==> config.mk <==
export PLATFORM = sky130hd
export DESIGN_NAME = lvda_timing_sequencer
export DESIGN_NICKNAME = d
export VERILOG_FILES = /design/src/rtl/lvda_timing_sequencer.sv
export SDC_FILE = /design/constraint.sdc
export NUM_CORES = 1
export LEC_CHECK = 0
export CAP_MARGIN = 20
export CORE_MARGIN = 5
export CORE_UTILIZATION = 37
export CTS_CLUSTER_SIZE = 25
export DETAILED_ROUTE_END_ITERATION = 10
export MAX_ROUTING_LAYER = met4
export SYNTH_ARGS = -nofsm -noshare
export SYNTH_HDL_FRONTEND = slang
export SYNTH_SLANG_ARGS = --single-unit
==> constraint.sdc <==
create_clock -name SIM_CLK -period 3.02 [get_ports SIM_CLK]
set_clock_uncertainty 0.15 [all_clocks]
set_input_delay 0.604 -clock SIM_CLK [delete_from_list [all_inputs] [get_ports SIM_CLK]]
set_output_delay 0.604 -clock SIM_CLK [all_outputs]
set_load 0.01 [all_outputs]
==> src/rtl/lvda_timing_sequencer.sv <==
// Sub-bit timing generator (W/X/Y/Z drives) with bit/phase counting and
// run/halt/single-step control that only stops on instruction-cycle boundaries.
//
// state       | meaning
// ST_HALTED   | no cycle in progress, all drives low
// ST_RUNNING  | free-running instruction cycles
// ST_STEPPING | running exactly one instruction cycle
module lvda_timing_sequencer #(
  parameter int CLKS_PER_SUB   = 4,
  parameter int BITS_PER_PHASE = 14,
  parameter int PHASES         = 3
) (
  input  logic       SIM_CLK,
  input  logic       SIM_RST,
  input  logic       RUN,
  input  logic       STEP,
  input  logic       HALT_REQ,
  output logic       WDA,
  output logic       XDA,
  output logic       YDA,
  output logic       ZDA,
  output logic [3:0] BIT,
  output logic [1:0] PHASE,
  output logic       CYCLE_END,
  output logic       HALTED
);

  typedef enum logic [1:0] {ST_HALTED, ST_RUNNING, ST_STEPPING} state_t;

  localparam logic [7:0] SUB_LOAD   = 8'(CLKS_PER_SUB - 1);
  localparam logic [3:0] BIT_LAST   = 4'(BITS_PER_PHASE - 1);
  localparam logic [1:0] PHASE_LAST = 2'(PHASES - 1);

  state_t     state_q, state_d;
  logic [7:0] sub_cnt_q, sub_cnt_d;
  logic [1:0] sub_sel_q, sub_sel_d;
  logic [3:0] bit_q, bit_d;
  logic [1:0] phase_q, phase_d;
  logic       wda_q, wda_d, xda_q, xda_d, yda_q, yda_d, zda_q, zda_d;
  logic       cycle_end_q, cycle_end_d;
  logic       halted_q, halted_d;
  logic       last_clk, start, stop, active_d;

  always_comb begin
    state_d   = state_q;
    sub_cnt_d = sub_cnt_q;
    sub_sel_d = sub_sel_q;
    bit_d     = bit_q;
    phase_d   = phase_q;
    start     = 1'b0;
    stop      = 1'b0;
    last_clk  = (state_q != ST_HALTED) && (sub_cnt_q == 8'd0) && (sub_sel_q == 2'd3) &&
                (bit_q == BIT_LAST) && (phase_q == PHASE_LAST);

    case (state_q)
      ST_HALTED: begin
        if (RUN && !HALT_REQ) begin
          state_d = ST_RUNNING;
          start   = 1'b1;
        end else if (STEP && !HALT_REQ) begin
          state_d = ST_STEPPING;
          start   = 1'b1;
        end
      end
      default: begin
        if (last_clk) begin
          // Boundary: only a free-running sequencer with RUN still up continues.
          if (state_q == ST_RUNNING && RUN && !HALT_REQ) begin
            start = 1'b1;
          end else begin
            state_d = ST_HALTED;
            stop    = 1'b1;
          end
        end else if (sub_cnt_q == 8'd0) begin
          sub_cnt_d = SUB_LOAD;
          sub_sel_d = sub_sel_q + 2'd1;
          if (sub_sel_q == 2'd3) begin
            if (bit_q == BIT_LAST) begin
              bit_d   = 4'd0;
              phase_d = phase_q + 2'd1;
            end else begin
              bit_d = bit_q + 4'd1;
            end
          end
        end else begin
          sub_cnt_d = sub_cnt_q - 8'd1;
        end
      end
    endcase

    if (start) begin
      sub_cnt_d = SUB_LOAD;
      sub_sel_d = 2'd0;
      bit_d     = 4'd0;
      phase_d   = 2'd0;
    end
    if (stop) begin
      sub_cnt_d = 8'd0;
      sub_sel_d = 2'd0;
      bit_d     = 4'd0;
      phase_d   = 2'd0;
    end

    // Outputs are registered versions of the decoded next state.
    active_d    = (state_d != ST_HALTED);
    wda_d       = active_d && (sub_sel_d == 2'd0);
    xda_d       = active_d && (sub_sel_d == 2'd1);
    yda_d       = active_d && (sub_sel_d == 2'd2);
    zda_d       = active_d && (sub_sel_d == 2'd3);
    cycle_end_d = active_d && (sub_cnt_d == 8'd0) && (sub_sel_d == 2'd3) &&
                  (bit_d == BIT_LAST) && (phase_d == PHASE_LAST);
    halted_d    = !active_d;
  end

  always_ff @(posedge SIM_CLK) begin
    if (!SIM_RST) begin
      state_q     <= ST_HALTED;
      sub_cnt_q   <= 8'd0;
      sub_sel_q   <= 2'd0;
      bit_q       <= 4'd0;
      phase_q     <= 2'd0;
      wda_q       <= 1'b0;
      xda_q       <= 1'b0;
      yda_q       <= 1'b0;
      zda_q       <= 1'b0;
      cycle_end_q <= 1'b0;
      halted_q    <= 1'b1;
    end else begin
      state_q     <= state_d;
      sub_cnt_q   <= sub_cnt_d;
      sub_sel_q   <= sub_sel_d;
      bit_q       <= bit_d;
      phase_q     <= phase_d;
      wda_q       <= wda_d;
      xda_q       <= xda_d;
      yda_q       <= yda_d;
      zda_q       <= zda_d;
      cycle_end_q <= cycle_end_d;
      halted_q    <= halted_d;
    end
  end

  assign WDA       = wda_q;
  assign XDA       = xda_q;
  assign YDA       = yda_q;
  assign ZDA       = zda_q;
  assign BIT       = bit_q;
  assign PHASE     = phase_q;
  assign CYCLE_END = cycle_end_q;
  assign HALTED    = halted_q;

endmodule

==> results.tsv, run 1 <==
stage	metric	value	unit
worst_setup_path	end_kind	flip-flop	
clocking	postCtsSetupRepairBufs	0	
worst_hold_path	hold_end	BIT[0]	
drt	drc_errors	0	
sta	setup_viol	0	
worst_setup_path	critPathKind	flip-flop to flip-flop	
sta	period_needed	2620	ps
floorplan	die_h	70.9	um
sta	relSlewSlack	70.6	%
synth	synth_seq_cells	24	
clocking	cts.sinks	24	
placement	place_congestion	0.891	
floorplan	core-area	0.00363	mm2
synth	synthCells	154	
power	p_per_area	440	mW/mm2
power	p_seq_share	48.2	%
synth	synthArstFlopShare	0	%
grt	first_global_vias	1203	
drt	wirelength	3.29	mm
clocking	cts-root-buf	clkbuf_8	
synth	synth_flop_cell	dfxtp_1	
synth	synth_warnings	0	
grt	grt.overflow.total	0	
floorplan	fp-row-count	22	
grt	top_usage_layer	met2	
placement	dp.cells	217	
sta	tightest_slew	439	ps
drt	dr.pass1.iters	4	
drt	avgViaCountPerCell	5.49	
worst_setup_path	r2r-end	CYCLE_END	
sta	finalHoldViolCount	0	
clocking	hold_buffers	0	
worst_setup_path	worstPathRequired	3090	ps
grt	use_met3	2.84	%
worst_hold_path	hold_path_class	flip-flop to flip-flop	
power	p_int	0.000513	W
worst_setup_path	slowest_delay	480	ps
worst_setup_path	worst_setup_path_start_kind	flip-flop	
placement	postPlaceCellArea	0.00159	mm2
worst_setup_path	crit_arrival	2690	ps
final_layout	ff_latch_area	480	um2
floorplan	fp.dieW	70.9	um
synth	synth_seq_area_share	35.0	%
sta	fmax	0.382	GHz
sta	fin_crit_sh	86.6	%
grt	use_met1	19.5	%
grt	antenna_found_initial	0	
drt	vias	1214	
clocking	cts_buffers	3	
floorplan	dieArea	0.00502	mm2
clocking	cts.repair.resized	0	
drt	drtIter0Drc	53	
final_layout	area_growth	19.7	%
synth	synth_cell_types	54	
final_layout	nets	184	
sta	fin_setup_tns	0	ps
power	leakagePower	0.606	nW
power	swShare	28.9	%
worst_setup_path	timing.rr.start	sub_cnt_q[0]	
grt	grt_use_met2	22.8	%
synth	synthesis.area	0.00137	mm2
run	max_cap_violations	0	
final_layout	n_fill_cell	377	
final_layout	layout_common_cells	24 x dfxtp_1, 17 x nor2_1, 16 x clkdlybuf4s50_1	
grt	grt_usage	14.6	%
worst_setup_path	crit_slowest_cell	or3_1	
power	pwr-share-comb	20.7	%
clocking	cts.htree.levels	1	
clocking	clockBufferDepth	2	
worst_setup_path	rr_worst_depth	8	
power	p_sw	0.000208	W
worst_hold_path	min-delay-start	BIT[0]	
worst_setup_path	r2r_slack	400	ps
synth	synth_nets	164	
drt	antenna_left	0	
worst_setup_path	worst-path-max-fanout	7	
clocking	clk_latency	270	ps
placement	dp.final_hpwl	2.54	mm
final_layout	layout-drive-gt1-share	15.6	%
final_layout	num_antenna_cells	0	
final_layout	multi_input_area	845	um2
final_layout	design_area	0.00164	mm2
outcome	outcome	completed	
sta	finalMaxSlewViolations	0	
sta	rsz0062_at_grt	false	
power	vdd_drop_max	0.240	mV
final_layout	final_cells	221	
drt	wl_per_cell	14.9	um
synth	synth_edf_count	0	
worst_hold_path	whs_path_depth	2	
clocking	path_clk_slew	80	ps
power	pwr-share-clk	31.1	%
clocking	cts_tree	yes	
floorplan	ios	17	
final_layout	mostFrequentLayoutCell	dfxtp_1	
grt	grt_pass1_wl	5.82	mm
sta	whs	417	ps
synth	syn_avg_cell_area	8.90	um2
placement	portBuffers	16	
floorplan	start_util	37.7	%
worst_setup_path	path_cells	inv_1 -> ha_1 -> nor3b_2 -> nand3_1 -> or3_1 -> o211a_1 -> a2111oi_1 -> and4b_1	
grt	grt_max_degree	14	
[kinds of logic (layout without fill, tap and decap cells)]
group / count (synthesis) / after routing / synth area share (%)
simple gates: 76 / 76 / 34.4
xor+xnor: 2 / 2 / 1.28
buf+inv: 10 / 29 / 3.38
fa+ha+maj: 5 / 5 / 4.56
mux: 3 / 3 / 2.19
flops: 24 / 24 / 35.0
compound gates: 34 / 34 / 19.2
[sequential cells by signal, summed over array words and instances (netlist names)]
| name | count |
|---|---|
| state_q | 2 |
| XDA | 1 |
| CYCLE_END | 1 |
| ZDA | 1 |
| sub_sel_q | 2 |
| sub_cnt_q | 8 |
| HALTED | 1 |
| WDA | 1 |
| PHASE | 2 |
| BIT | 4 |
| YDA | 1 |
[worst max path at each step]
stage	startpoint	to	cells after the start	slack [ps]
finish	sub_cnt_q[0]	CYCLE_END	8	400
global route	sub_cnt_q[1]	CYCLE_END	8	180
CTS	sub_cnt_q[1]	CYCLE_END	8	440
detailed placement	HALT_REQ	CYCLE_END	7	410
global placement	STEP	CYCLE_END	7	440
floorplan	sub_cnt_q[0]	CYCLE_END	8	660
[per-layer routing]
metal | part of all wire (%) | wire length (um)
met5 | 0 | 0
met4 | 1.2 | 40
met3 | 3.0 | 99
met2 | 45 | 1480
met1 | 51 | 1670
[per-stage QoR]
stage / utilization, % / power [W] / setup slack (ps)
final: 45.2 / 0.000722 / 404
after CTS: 45.2 / 0.000725 / 438
after floorplan: - / 0.000461 / 660
after global placement: 43.7 / 0.000502 / 440
after global routing: 45.2 / 0.000761 / 176
after detailed placement: 43.7 / 0.000502 / 408
[synthesized netlist by cell type, drive strengths merged (2+ instances only)]
| library cell | number | area share [%] |
|---|---|---|
| or4 | 3 | 2.3 |
| o31a | 2 | 1.5 |
| nor3 | 5 | 2.2 |
| nor2b | 7 | 3.2 |
| nor4 | 3 | 2.5 |
| or3 | 3 | 1.5 |
| and3 | 4 | 2.0 |
| mux2i | 3 | 2.2 |
| nand3 | 5 | 1.8 |
| o21ai | 5 | 1.8 |
| a2111oi | 3 | 2.1 |
| buf | 2 | 1.2 |
| dfxtp | 24 | 35 |
| nand4 | 3 | 1.8 |
| inv | 7 | 1.9 |
| nor3b | 4 | 2.9 |
| ha | 5 | 4.6 |
| nor4b | 2 | 1.3 |
| nor2 | 18 | 5.1 |
| a211oi | 3 | 2.0 |
| and2 | 4 | 1.8 |
| and4b | 2 | 1.5 |
| a21oi | 10 | 3.9 |
| nand2 | 10 | 2.7 |
[power by group through the flow]
stage / combinational, W / clock, W / sequential [W]
after CTS: 0.000148 / 0.000229 / 0.000348
after global placement: 0.000148 / 0 / 0.000354
after floorplan: 0.000108 / 0 / 0.000353
after detailed placement: 0.000147 / 0 / 0.000355
final: 0.000149 / 0.000225 / 0.000348
after global routing: 0.000165 / 0.000246 / 0.000351
[critical path, delay by kind of cell, from the launching register on]
kind	cells	cell delay, ps
buffers and inverters	1	80
AOI/OAI and AO/OA	2	460
DFF	1	350
adders and majority gates	1	200
and+or+nand+nor	4	1330
[layout make-up]
cell class,instances,share of cell area [%]
inverter,7,1.60
multi-input combinational,120,51.4
timing repair buffer,18,10.7
tap,48,3.66
sequential,24,29.3
clock buffer,4,3.35
No activity file was read; power rests on OpenSTA's default activity.
==> run 2, diff against run 1 <==
--- a/config.mk
+++ b/config.mk
@@ -6,7 +6,6 @@
 export NUM_CORES = 1
 export LEC_CHECK = 0
 export CAP_MARGIN = 20
-export CORE_MARGIN = 5
 export CORE_UTILIZATION = 37
 export CTS_CLUSTER_SIZE = 25
 export DETAILED_ROUTE_END_ITERATION = 10
==> run 2 against run 1 <==
Against the previous run: global-route usage is 4.2 points higher; wire length is 1.5% higher; register-to-register slack worse by 60 ps; critical endpoint unchanged; largest cell class unchanged; highest routed layer unchanged.
==> results.tsv, run 2 (synthesized netlist as in run 1, its figures left out) <==
stage	metric	value	unit	change
outcome	outcome	completed		
floorplan	fp.dieW	62.9	um	-11%
drt	wl_per_cell	15.2	um	+2.4%
sta	tightest_slew	435	ps	-3.63 ps
floorplan	core-area	0.00344	mm2	-5.3%
power	p_per_area	440	mW/mm2	+0.19%
floorplan	fp-row-count	21		-4.5%
final_layout	layout-drive-gt1-share	15.6	%	unchanged
placement	dp.final_hpwl	2.55	mm	+0.62%
sta	fin_setup_tns	0	ps	unchanged
placement	post-place-ws	378	ps	-29.9 ps
power	p_seq_share	48.3	%	about the same
grt	use_met3	2.74	%	-0.10 points
worst_setup_path	crit_end	CYCLE_END		
clocking	cts.htree.levels	1		unchanged
final_layout	area_growth	19.5	%	
worst_setup_path	crit_start	sub_cnt_q[1]		
placement	place_congestion	0.999		+12%
run	max_cap_violations	0		unchanged
clocking	cts.repair.resized	0		unchanged
sta	period_needed	2680	ps	+61.4 ps
clocking	hold_buffers	0		unchanged
worst_setup_path	critPathKind	flip-flop to flip-flop		
power	vdd_drop_max	0.186	mV	-22%
power	swShare	28.9	%	+0.036 points
final_layout	layout_common_cells	24 x dfxtp_1, 17 x nor2_1, 16 x clkdlybuf4s50_1		
worst_setup_path	crit_arrival	2740	ps	+50 ps
final_layout	mostFrequentLayoutCell	dfxtp_1		
worst_setup_path	worst-path-max-fanout	7		unchanged
power	leakagePower	0.606	nW	unchanged
grt	grt_max_degree	14		unchanged
sta	fmax	0.374	GHz	-2.3%
grt	use_met1	25.2	%	+5.8 points
grt	grt_usage	18.9	%	+4.2 points
grt	grt.overflow.total	0		unchanged
worst_setup_path	worst_setup_path_start_kind	flip-flop		
sta	fin_crit_sh	88.6	%	+2.0 points
drt	avgViaCountPerCell	5.62		+2.2%
grt	grt_use_met2	29.2	%	+6.4 points
sta	relSlewSlack	70.7	%	+0.17 points
worst_setup_path	rr_worst_depth	8		unchanged
power	p_sw	0.000209	W	+0.16%
floorplan	start_util	39.8	%	+2.1 points
sta	finalHoldViolCount	0		unchanged
clocking	clk_latency	270	ps	about the same
clocking	cts_tree	yes		
worst_setup_path	end_kind	flip-flop		
clocking	cts_buffers	3		unchanged
power	pwr-share-comb	20.7	%	about the same
drt	drtIter0Drc	67		+26%
grt	top_usage_layer	met2		
floorplan	ios	17		unchanged
grt	antenna_found_initial	0		unchanged
drt	wirelength	3.34	mm	+1.5%
final_layout	num_antenna_cells	0		unchanged
power	p_int	0.000513	W	about the same
clocking	cts.sinks	24		unchanged
worst_setup_path	timing.rr.start	sub_cnt_q[1]		
clocking	clockBufferDepth	2		unchanged
worst_setup_path	r2r-end	CYCLE_END		
sta	setup_viol	0		unchanged
drt	vias	1230		+1.3%
drt	drc_errors	0		unchanged
final_layout	n_fill_cell	353		-6.4%
worst_setup_path	worstPathRequired	3090	ps	about the same
grt	grt_pass1_wl	5.78	mm	-0.70%
clocking	cts-root-buf	clkbuf_8		
placement	portBuffers	16		unchanged
sta	rsz0062_at_grt	false		
clocking	path_clk_slew	90	ps	about the same
clocking	postCtsSetupRepairBufs	0		unchanged
floorplan	dieArea	0.00395	mm2	-21%
drt	dr.pass1.iters	4		unchanged
final_layout	largest_reg_flops	8		unchanged
final_layout	nets	184		unchanged
grt	first_global_vias	1193		-0.83%
sta	setup_ws	343	ps	-61.4 ps
final_layout	regMostFlops	sub_cnt_q		
floorplan	die_h	62.9	um	-11%
worst_hold_path	hold_path_class	flip-flop to flip-flop		
power	pwr-share-clk	31.0	%	about the same
drt	antenna_left	0		unchanged
sta	finalMaxSlewViolations	0		unchanged
worst_setup_path	r2r_slack	340	ps	-60 ps
[run 2: layout make-up]
cell class                      instances  area, um2  share of cell area (%)
Clock buffer                            4       55.1                    3.36
Multi-Input combinational cell        120        845                    51.5
Timing Repair Buffer                   18        175                    10.7
Tap cell                               46       57.6                    3.51
Inverter                                7       26.3                    1.60
Sequential cell                        24        480                    29.3
[run 2: worst min path at each step]
stage / startpoint / end / slack, ps / cells past startpoint
floorplan: sub_cnt_q[6] / sub_cnt_q[6] / 360 / 2
global placement: BIT[0] / BIT[0] / 390 / 2
detailed placement: BIT[0] / BIT[0] / 410 / 2
CTS: sub_cnt_q[6] / sub_cnt_q[6] / 420 / 2
global route: PHASE[1] / PHASE[1] / 450 / 2
finish: PHASE[1] / PHASE[1] / 420 / 2
[run 2: power by group through the flow]
stage	Combinational, W	Clock [W]	Sequential (W)
6_report	0.000150	0.000224	0.000348
5_1_grt	0.000168	0.000241	0.000351
4_1_cts	0.000150	0.000227	0.000348
3_5_place_dp	0.000149	0	0.000355
3_3_place_gp	0.000147	0	0.000354
2_1_floorplan	0.000108	0	0.000353
[run 2: metrics by stage]
stage | instance area, um2 | utilization, % | instances | hold WS [ps] | power (W)
after CTS | 1640 | 47.6 | 219 | 423 | 0.000725
after global routing | 1640 | 47.6 | 219 | 449 | 0.000760
final | 1640 | 47.6 | 219 | 418 | 0.000722
after global placement | 1580 | 46.0 | 215 | 391 | 0.000501
after floorplan | 1370 | - | 154 | 359 | 0.000461
after detailed placement | 1580 | 46.0 | 215 | 407 | 0.000504
[run 2: worst max-delay path, stage by stage (launching register included)]
cell	delay (ps)
dfxtp_1	360
inv_1	90
ha_1	190
nor3b_2	420
nand3_1	210
or3_1	480
o211a_1	170
a2111oi_1	330
and4b_1	230
[run 2: routing by layer]
layer	part of all wire, %	up-vias	wire length [um]
met5	0	-	0
met4	1.1	0	38
met3	4.1	6	136
met2	47	34	1560
met1	48	580	1600
li1	-	610	-
